--- src/rtl/numarator_ture_pkg.sv ---
// rtl/numarator_ture_pkg.sv - shared FSM states, circuit mode codes and timing defaults for the lap counter
package numarator_ture_pkg;

    typedef enum logic [1:0] {
        ASTEPT   = 2'd0,
        CONFIRM  = 2'd1,
        PE_LINIE = 2'd2,
        BLOCARE  = 2'd3
    } stare_t;

    typedef enum logic [1:0] {
        CIRC_ANDURANTA = 2'b00,
        CIRC_TURA      = 2'b01,
        CIRC_CURBE     = 2'b10
    } circuit_t;

    localparam int unsigned DEBOUNCE_CYC_DEF = 50000;
    localparam int unsigned LOCKOUT_CYC_DEF  = 25000000;
    localparam logic [3:0]  TURE_MAX         = 4'd15;

endpackage

--- src/rtl/numarator_ture_sincronizator.sv ---
// rtl/numarator_ture_sincronizator.sv - two-flop synchronizer for the asynchronous finish-line detect
module sincronizator (
    input  logic clk,
    input  logic rst,
    input  logic d_i,
    output logic q_o
);

    logic meta_q;
    logic sync_q;

    always_ff @(posedge clk or posedge rst) begin
        if (rst) begin
            meta_q <= 1'b0;
            sync_q <= 1'b0;
        end else begin
            meta_q <= d_i;
            sync_q <= meta_q;
        end
    end

    assign q_o = sync_q;

endmodule

--- src/rtl/numarator_ture.sv ---
// rtl/numarator_ture.sv - debounced finish-line lap counter with post-line lockout and mode-change clear
module numarator_ture
    import numarator_ture_pkg::*;
#(
    parameter int unsigned DEBOUNCE_CYC = DEBOUNCE_CYC_DEF,
    parameter int unsigned LOCKOUT_CYC  = LOCKOUT_CYC_DEF
) (
    input  logic       clk,
    input  logic       rst,
    input  logic       tact_count,
    input  logic [1:0] circuit,
    output logic [3:0] count_ture,
    output logic       puls_tura,
    output logic       saturat
);

    localparam int unsigned DEB_W = $clog2(DEBOUNCE_CYC + 1);
    localparam int unsigned LCK_W = $clog2(LOCKOUT_CYC + 1);
    localparam logic [DEB_W-1:0] DEB_LAST = DEB_W'(DEBOUNCE_CYC - 1);
    localparam logic [LCK_W-1:0] LCK_LAST = LCK_W'(LOCKOUT_CYC - 1);

    logic             ts;
    stare_t           stare_q, stare_d;
    logic [DEB_W-1:0] deb_q, deb_d;
    logic [LCK_W-1:0] lck_q, lck_d;
    logic [3:0]       count_q, count_d;
    logic             puls_q, puls_d;
    logic             sat_q, sat_d;
    logic [1:0]       circ_q;

    sincronizator u_sinc (
        .clk (clk),
        .rst (rst),
        .d_i (tact_count),
        .q_o (ts)
    );

    always_ff @(posedge clk or posedge rst) begin
        if (rst) begin
            stare_q <= ASTEPT;
            deb_q   <= '0;
            lck_q   <= '0;
            count_q <= '0;
            puls_q  <= 1'b0;
            sat_q   <= 1'b0;
            circ_q  <= CIRC_ANDURANTA;
        end else begin
            stare_q <= stare_d;
            deb_q   <= deb_d;
            lck_q   <= lck_d;
            count_q <= count_d;
            puls_q  <= puls_d;
            sat_q   <= sat_d;
            circ_q  <= circuit;
        end
    end

    always_comb begin
        stare_d = stare_q;
        deb_d   = deb_q;
        lck_d   = lck_q;
        count_d = count_q;
        puls_d  = 1'b0;

        // Timers stop at their last value, so they can never wrap.
        unique case (stare_q)
            ASTEPT: begin
                if (ts) begin
                    stare_d = CONFIRM;
                    deb_d   = '0;
                end
            end
            CONFIRM: begin
                if (!ts) begin
                    stare_d = ASTEPT;
                end else if (deb_q == DEB_LAST) begin
                    stare_d = PE_LINIE;
                    if (count_q != TURE_MAX) begin
                        count_d = count_q + 4'd1;
                        puls_d  = 1'b1;
                    end
                end else begin
                    deb_d = deb_q + 1'b1;
                end
            end
            PE_LINIE: begin
                if (!ts) begin
                    stare_d = BLOCARE;
                    lck_d   = '0;
                end
            end
            BLOCARE: begin
                if (lck_q == LCK_LAST) begin
                    stare_d = ASTEPT;
                end else begin
                    lck_d = lck_q + 1'b1;
                end
            end
            default: stare_d = ASTEPT;
        endcase

        // A mode switch restarts the count and wins over a coinciding lap.
        if (circuit != circ_q) begin
            stare_d = ASTEPT;
            deb_d   = '0;
            lck_d   = '0;
            count_d = '0;
            puls_d  = 1'b0;
        end

        sat_d = (count_d == TURE_MAX);
    end

    assign count_ture = count_q;
    assign puls_tura  = puls_q;
    assign saturat    = sat_q;

endmodule

--- config.mk ---
export PLATFORM = sky130hd
export DESIGN_NAME = numarator_ture
export DESIGN_NICKNAME = d
export VERILOG_FILES = /design/src/rtl/numarator_ture_pkg.sv /design/src/rtl/numarator_ture_sincronizator.sv /design/src/rtl/numarator_ture.sv
export SDC_FILE = /design/constraint.sdc
export NUM_CORES = 1
export LEC_CHECK = 0
export BUFFER_PORTS_ARGS = -buffer_cell sky130_fd_sc_hd__buf_4
export CAP_MARGIN = 20
export CORE_ASPECT_RATIO = 0.9
export CORE_UTILIZATION = 40
export CTS_CLUSTER_DIAMETER = 40
export DETAILED_ROUTE_END_ITERATION = 6
export SYNTH_ARGS = -nofsm -noshare
export SYNTH_HDL_FRONTEND = slang
export SYNTH_HIERARCHICAL = 1
export SYNTH_SLANG_ARGS = --single-unit
export TNS_END_PERCENT = 1
--- constraint.sdc ---
create_clock -name clk -period 2 [get_ports clk]
set_input_delay 0.4 -clock clk [delete_from_list [all_inputs] [get_ports clk]]
set_output_delay 0.4 -clock clk [all_outputs]
set_load 0.05 [all_outputs]
### Word-level counts from Yosys, hierarchy flattened

Index checks and enable logic that the tools add are counted.

| operators by class | value |
|---|---|
| $add $sub $neg | 3 |
| multiply operators | 0 |
| div/mod/pow operators | 0 |
| magnitude comparators | 0 |
| eq/ne operators | 15 |
| shifts and indexed selects | 0 |
| mux-type cells | 26 |
| bitwise gates (word level) | 0 |
| reductions and logical operators | 6 |

Operators by type and width:

| kind | number |
|---|---|
| two-way mux 25 bit | 3 |
| two-way mux 16 bit | 4 |
| one-hot mux 25 bit (2 select lines) | 1 |
| one-hot mux 16 bit (2 select lines) | 1 |
| adder 25 x 1 -> 25 bit, second input constant | 1 |
| equality test 25 bit, second input constant | 1 |
| two-way mux 4 bit | 5 |
| adder 16 x 1 -> 16 bit, second input constant | 1 |
| equality test 16 bit, second input constant | 1 |
| two-way mux 2 bit | 6 |
| inequality test 3 bit, second input constant | 4 |
| inequality test 4 bit, second input constant | 2 |
| one-hot mux 2 bit (4 select lines) | 1 |
| AND reduction 4 bit | 2 |
| inequality test 3 x 2 -> 1 bit, second input constant | 2 |
| nonzero test 3 bit | 2 |
| two-way mux 1 bit | 5 |
| adder 4 x 1 -> 4 bit, second input constant | 1 |
| equality test 2 bit, second input constant | 2 |
| equality test 4 bit, second input constant | 1 |
| AND reduction 3 bit | 1 |
| equality test 2 x 1 -> 1 bit, second input constant | 1 |
| logical NOT 2 bit | 1 |
| inequality test 2 bit | 1 |

| word-level totals | value |
|---|---|
| bits in registers | 53 |
| latch bits | 0 |
| bits in writable memories | 0 |
| memory bits (read-only) | 0 |
| input port bits | 5 |
| output and inout bits | 6 |
| word-level logic and storage cells | 59 |
| memories kept | 0 |

### Depth between registers and ports, before layout

Gate-level depths: netlist of the first run.

| depth | value |
|---|---|
| depth in word-level cells | 7 |
| gate-level depth with buffers | 8 |
| mapped depth without buffers | 6 |

### Hierarchy

Netlist of the first run, hierarchy kept.

Modules (own cells, without submodules):

| module | times used | cells each | area an instance (um^2) | sequential area each (um^2) |
|---|---|---|---|---|
| numarator_ture | 1 | 327 | 2989.1 | 1276.2 |
| sincronizator | 1 | 3 | 53.8 | 50.0 |

### Least setup slack after synthesis of the first run

No wires, ideal clock.

| path | value |
|---|---|
| kind | reg-to-reg |
| start | reg lck_q[0] |
| end | reg lck_q[23] |
| setup time | 0.079 ns |
| arrival time | 1.897 ns |
| required time | 1.921 ns |
| path slack | 0.024 ns |
| cell stages (with the launch flop) | 7 |
| path buffers | 0 |
| period minus slack after synthesis | 1.976 ns |
| path through | dfrtp_1 > ha_1 > nand3_1 > nor3_1 > a211o_2 > a2111oi_0 > mux2i_1 |

| between the ends | value |
|---|---|
| longest elaborated chain between the ends | 4 |
| elaborated cells on any way between the ends | 7 |
| those cells by class | 1 x add/sub; 2 x eq/ne; 3 x mux; 1 x reduce/logical |

RTL lines:

| what | line | RTL |
|---|---|---|
| start: declaration | numarator_ture.sv:25 | `logic [LCK_W-1:0] lck_q, lck_d;` |
| start signal: assignment | numarator_ture.sv:50 | `lck_q <= lck_d;` |
| adder 25 x 1 -> 25 bit | numarator_ture.sv:96 | `lck_d = lck_q + 1'b1;` |
| two-way mux 25 bit | numarator_ture.sv:93 | `if (lck_q == LCK_LAST) begin` |
| one-hot mux 25 bit (2 select lines) | numarator_ture.sv:66 | `unique case (stare_q)` |
| two-way mux 25 bit | numarator_ture.sv:103 | `if (circuit != circ_q) begin` |

Parallel ways exist; a longest one is shown, timed or not. The select of a mux whose other input is x is not followed.
A chain may end at the register's enable or synchronous reset.

### Final worst setup path of the first run

| path | value |
|---|---|
| start | reg lck_q[7] |
| end | reg lck_q[8] |

Same word-level chain as after synthesis.

==> reports/metrics.cfg, run 1 <==
[run_status]
outcome=finished clean

[drt]
num_vias=2690
detail-route-antenna-nets=0
wire_per_inst_um=15.6
drt_first_pass_iters=5
via_per_inst=5.69
routed_wirelength_um=7370
drcViolationCount=0
drtIter0Drc=184

[worst_setup_path]
path_delay_family=simple AND/OR/NAND/NOR gates
end_kind=flop
crit_slowest_cell=or4bb_4
path_class=reg2reg
critPathMaxFanout=21
cp.buffers_inverters=1
path_cells=or4bb_4, nor4_4, a211o_2, buf_8, a211oi_1, mux2i_1
arrival_ns=2.15
critPathMaxStageDelay_ns=0.56
cp-start-kind=flop
cp.required_ns=2.19

[cts]
worstSkewPairLatency_ns=0.31
cts_root_buf=clkbuf_8
cts.path.max_buffers=2
h-tree-depth=2
clock_sinks=53
cts_tree=yes
cts_setup_buffers=0
cts_buffers=5
cts.reportedPaths.clkPinSlew_ns=0.09

[placed_design]
io_buffers=10
dp_hpwl_um=5390
placed_cell_area_um2=3520
gp_congestion=0.848

[yosys]
ys_async_sr_fraction_pct=100
seq_area_frac_synth_pct=43.6
yosys.area.top_type=dfrtp_1
synth_area_per_cell_um2=9.22
yosys-top-cells-area=dfrtp_1, nand2_1, a2111o_1
synth_cells=330
synth_flop_cell=dfrtp_1
synthTopCellsByCount=dfrtp_1, nand2_1, nand3_1, nor2_1, a21oi_1
syn_area_um2=3040
yosys_warnings=6
synth.top_cell.area_share_pct=43.6
syn-num-nets=338
yosysMostFrequentCell=dfrtp_1
ys_ff_latch=53
synth_edf_count=0
synth.distinct_cells=51

[floorplanning]
die_height_um=84.7
dieArea_um2=7960
core_area_um2=7220
die-width_um=93.9
io_pins=11
initial_core_util_pct=42.1
row_count=29

[timing]
fin_crit_ns=1.96
max_freq_mhz=509
worst_slew_pin_slew_ns=0.541
rsz0062_at_grt=yes
setup_viol=0
fin_tns_setup_ns=0
maxSlewViolCount=0
timing.final.crit_share_pct=98.2
finalHoldViolations=0
maxSlewHeadroom_pct=63.6
clock_skew_ns=0.0115

[power]
power.leakage_nw=1.51
power.density_nw_per_um2=517
ir_worst_vdd_mv=0.285

[global_route]
grt_pass1_vias=2547
grt_usage_pct=20.2
grt_remaining_overflow=0
antenna_found_initial=0
grt_max_degree=36
grt_pass1_wl_um=12600

[layout]
drive_above_1_share_pct=21.6
fillers=673
fin_nets=388
area_growth_pct=21.0
insertedDiodeCount=0
design_area_um2=3680

[flow_run]
maxCapViolations=0

[hold_path]
hold_path.class=in2reg

timing repair:
item / in CTS / in global routing
hold buffers: 1 / 0
hold endpoints to repair: 2 / 0
pin swaps: 0 / 4
resized for setup: 3 / 12
setup endpoints to repair: 12 / 27
registers in the layout (all words and copies together), names as in the netlist:
register,count
count_ture,4
puls_tura,1
circ_q,2
u_sinc/meta_q,1
deb_q,16
stare_q,2
lck_q,25
u_sinc/q_o,1
saturat,1
final cells by class:
class,count,area [um2],area share [%]
Timing Repair Buffer,57,463,12.6
Multi-Input combinational cell,250,1640,44.6
Sequential cell,53,1330,36.0
Tap cell,93,116,3.16
Inverter,13,48.8,1.33
Clock buffer,7,86.3,2.34
path summary, 6_finish.rpt:
path	from	end	slack, ns	depth (start not counted)
max	lck_q[7]	lck_q[8]	0.04	6
min	tact_count	u_sinc/meta_q	0.20	1
max reg2reg	lck_q[7]	lck_q[8]	0.04	6
min reg2reg	u_sinc/meta_q	u_sinc/q_o	0.35	0
max in group asynchronous	rst	stare_q[1]	0.84	4
min in group asynchronous	rst	u_sinc/meta_q	0.51	3
cell families after synthesis:
group                    count (synthesis)  share of synthesized area [%]
AO/OA/AOI/OAI                           69                           16.3
flip-flops                              53                           43.6
adder cells (fa/ha/maj)                  3                           1.23
XOR/XNOR                                13                           3.74
AND/OR/NAND/NOR                        155                           27.5
multiplexers                            10                           3.29
buffers and inverters                   27                           4.28
metrics by stage:
stage | hold WS [ns] | setup slack [ns] | cells | power [mW] | util, %
3_5_place_dp | 0.277 | -0.0356 | 465 | 1.30 | 48.8
2_1_floorplan | 0.141 | 0.0238 | 330 | 1.22 | -
6_report | 0.202 | 0.0366 | 473 | 1.90 | 51.0
5_1_grt | 0.184 | -0.0759 | 473 | 1.98 | 51.0
3_3_place_gp | 0.273 | -0.0349 | 465 | 1.30 | 48.8
4_1_cts | 0.191 | -0.0471 | 473 | 1.92 | 50.3
cells in the final DEF (no fill, tap or decap), types with 5 or more instances in the layout:
| cell | instances |
|---|---|
| o2111ai_1 | 8 |
| o21ai_0 | 6 |
| mux2i_1 | 10 |
| and3_1 | 6 |
| nand4_1 | 16 |
| nor4_1 | 5 |
| xor2_1 | 9 |
| nand2b_1 | 10 |
| clkbuf_8 | 6 |
| o21ai_1 | 5 |
| a21oi_1 | 18 |
| nand3_1 | 20 |
| inv_1 | 12 |
| dfrtp_1 | 53 |
| a2111o_1 | 10 |
| nand2_1 | 42 |
| buf_4 | 53 |
| nor2_1 | 20 |
layer usage:
metal / GRT usage (%) / wire length, um / vias to the layer above
met1: 30.6 / 3770 / 1309
met3: 2.99 / 238 / 7
li1: - / - / 1320
met4: 6.01 / 85 / 0
met2: 29.7 / 3270 / 54
met5: 0 / 0 / -
power by group:
part           internal [mW]  switching, mW
clock                  0.276          0.344
sequential              1.08        0.00486
combinational         0.0721          0.131
total                   1.42          0.479
Note: power is estimated with default switching activity, not from simulation.
==> inputs of run 2 (changes only) <==
--- a/config.mk
+++ b/config.mk
@@ -11,6 +11,7 @@
 export CORE_UTILIZATION = 40
 export CTS_CLUSTER_DIAMETER = 40
 export DETAILED_ROUTE_END_ITERATION = 6
+export PLACE_DENSITY = 0.66
 export SYNTH_ARGS = -nofsm -noshare
 export SYNTH_HDL_FRONTEND = slang
 export SYNTH_HIERARCHICAL = 1
==> reports/metrics.cfg, run 2 (same netlist as run 1, synthesis figures left out) <==
[worst_setup_path]
cp.buffers_inverters=1  ; unchanged
crit_slowest_cell=or4bb_1
path_cells=or4bb_1, nor4_4, a211o_2, buf_12, a211oi_1, mux2i_1
path_class=reg2reg
path_delay_family=simple AND/OR/NAND/NOR gates
critPathMaxStageDelay_ns=0.54  ; -0.02 ns
arrival_ns=2.16  ; about the same
critPathMaxFanout=25  ; +19%
cp.required_ns=2.19  ; about the same
cp-start-kind=flop
end_kind=flop

[cts]
cts_tree=yes
cts.reportedPaths.clkPinSlew_ns=0.09  ; about the same
cts_setup_buffers=0  ; unchanged
worstSkewPairLatency_ns=0.31  ; about the same
clock_sinks=53  ; unchanged
h-tree-depth=2  ; unchanged
cts_buffers=5  ; unchanged
cts.path.max_buffers=2  ; unchanged
cts_root_buf=clkbuf_8

[layout]
fin_nets=386  ; -0.52%
instances_no_fill=472  ; -0.21%
mostFrequentLayoutCell=dfrtp_1
drive_above_1_share_pct=20.1  ; -1.5 points
largest_register_ffs=25  ; unchanged
insertedDiodeCount=0  ; unchanged
most-common-layout-cells=dfrtp_1, buf_4, nand2_1
regMostFlops=lck_q
area_growth_pct=20.4

[timing]
maxSlewHeadroom_pct=67.5  ; +3.9 points
timing.final.crit_share_pct=98.3  ; +0.16 points
rsz0062_at_grt=yes
max_freq_mhz=509  ; -0.16%
setup_viol=0  ; unchanged
finalHoldViolations=0  ; unchanged
fin_crit_ns=1.97  ; +0.00315 ns
clock_skew_ns=0.00467  ; -0.00683 ns
worst_slew_pin_slew_ns=0.484  ; -0.0566 ns
maxSlewViolCount=0  ; unchanged

[placed_design]
dp.cells=463  ; -0.43%
dp_hpwl_um=5110  ; -5.3%
io_buffers=10  ; unchanged
gp_congestion=0.866  ; +2.1%

[drt]
num_vias=2723  ; +1.2%
routed_wirelength_um=7030  ; -4.6%
drtIter0Drc=224  ; +22%
detail-route-antenna-nets=0  ; unchanged
drcViolationCount=2  ; +2
wire_per_inst_um=14.9  ; -4.4%
drt_first_pass_iters=7  ; +2
via_per_inst=5.77  ; +1.4%

[floorplanning]
io_pins=11  ; unchanged
die_height_um=84.7  ; unchanged
initial_core_util_pct=42.1  ; unchanged
core_area_um2=7220  ; unchanged
row_count=29  ; unchanged
die-width_um=93.9  ; unchanged
dieArea_um2=7960  ; unchanged

[power]
power.density_nw_per_um2=531  ; +2.8%
ir_worst_vdd_mv=0.356  ; +25%
power_mw=1.95  ; +2.2%
power.leakage_nw=1.53  ; +0.96%

[global_route]
grt_remaining_overflow=0  ; unchanged
grt_pass1_wl_um=12300  ; -2.5%
grt_usage_pct=19.4  ; -0.87 points
grt_pass1_vias=2555  ; +0.31%
grt_max_degree=37  ; +2.8%
antenna_found_initial=0  ; unchanged

[hold_path]
hold_path.class=in2reg

[run_status]
outcome=finished, violations left
violations=DRC

[flow_run]
maxCapViolations=0  ; unchanged

run 2: cell types whose count changed in the layout (fill, tap and decap cells not counted), moves of 2 or more:
| cell | change |
|---|---|
| nor3_1 | +2 |
| o21ai_0 | -2 |
| buf_4 | -2 |
| nor3_2 | -2 |
run 2: power by group:
group / switching (mW) / leakage (nW) / internal, mW
registers: 0.00500 / 0.731 / 1.08
logic: 0.131 / 0.740 / 0.0716
clock network: 0.348 / 0.0542 / 0.314
run 2: worst register-to-register path: stages (launching register included):
cell	delay, ns
dfrtp_1	0.43
or4bb_1	0.54
nor4_4	0.29
a211o_2	0.21
buf_12	0.17
a211oi_1	0.10
mux2i_1	0.12
run 2: final timing paths:
path / cells past startpoint / to / start / slack, ns
min in group asynchronous: 3 / u_sinc/meta_q / rst / 0.50
worst min-delay path: 1 / u_sinc/meta_q / tact_count / 0.19
worst max register to register: 6 / lck_q[14] / lck_q[7] / 0.03
worst max-delay path: 6 / lck_q[14] / lck_q[7] / 0.03
worst min register to register: 0 / u_sinc/q_o / u_sinc/meta_q / 0.36
max in group asynchronous: 4 / stare_q[0] / rst / 0.87
run 2: per-layer routing:
layer,GRT usage [%],vias up,part of all wire [%]
met3,2.90,6,5.0
met4,6.29,0,1.1
met2,28.2,73,44
met5,0,-,0
met1,29.2,1310,50
li1,-,1334,-
run 2: layout make-up:
| type | count | area, um2 |
|---|---|---|
| fillers | 634 | 3560 |
| repair buffers | 55 | 453 |
| flip-flops and latches | 53 | 1330 |
| multi-input cells | 250 | 1620 |
| clock buffers | 7 | 96.3 |
| well taps | 93 | 116 |
| inverters | 13 | 48.8 |
| clock inverters | 1 | 5.00 |
run 2: repair_timing:
item                       4_1_cts  5_1_grt
hold buffers                     1        0
cloned                           0        0
pin swaps                        2        5
hold endpoints to repair         2        0
setup endpoints to repair        3       26
gates resized for setup          1        8
run 2: per-stage QoR:
stage	utilization [%]	setup slack, ns	cell area (um2)	hold slack (ns)	TNS [ns]
after floorplan	-	0.0238	3040	0.141	0
after global placement	48.8	-0.0112	3520	0.275	-0.0281
after detailed placement	48.8	-0.0344	3520	0.277	-0.100
after CTS	50.3	0.00742	3630	0.185	0
after global routing	50.7	-0.0587	3660	0.167	-0.499
final	50.7	0.0334	3660	0.193	0
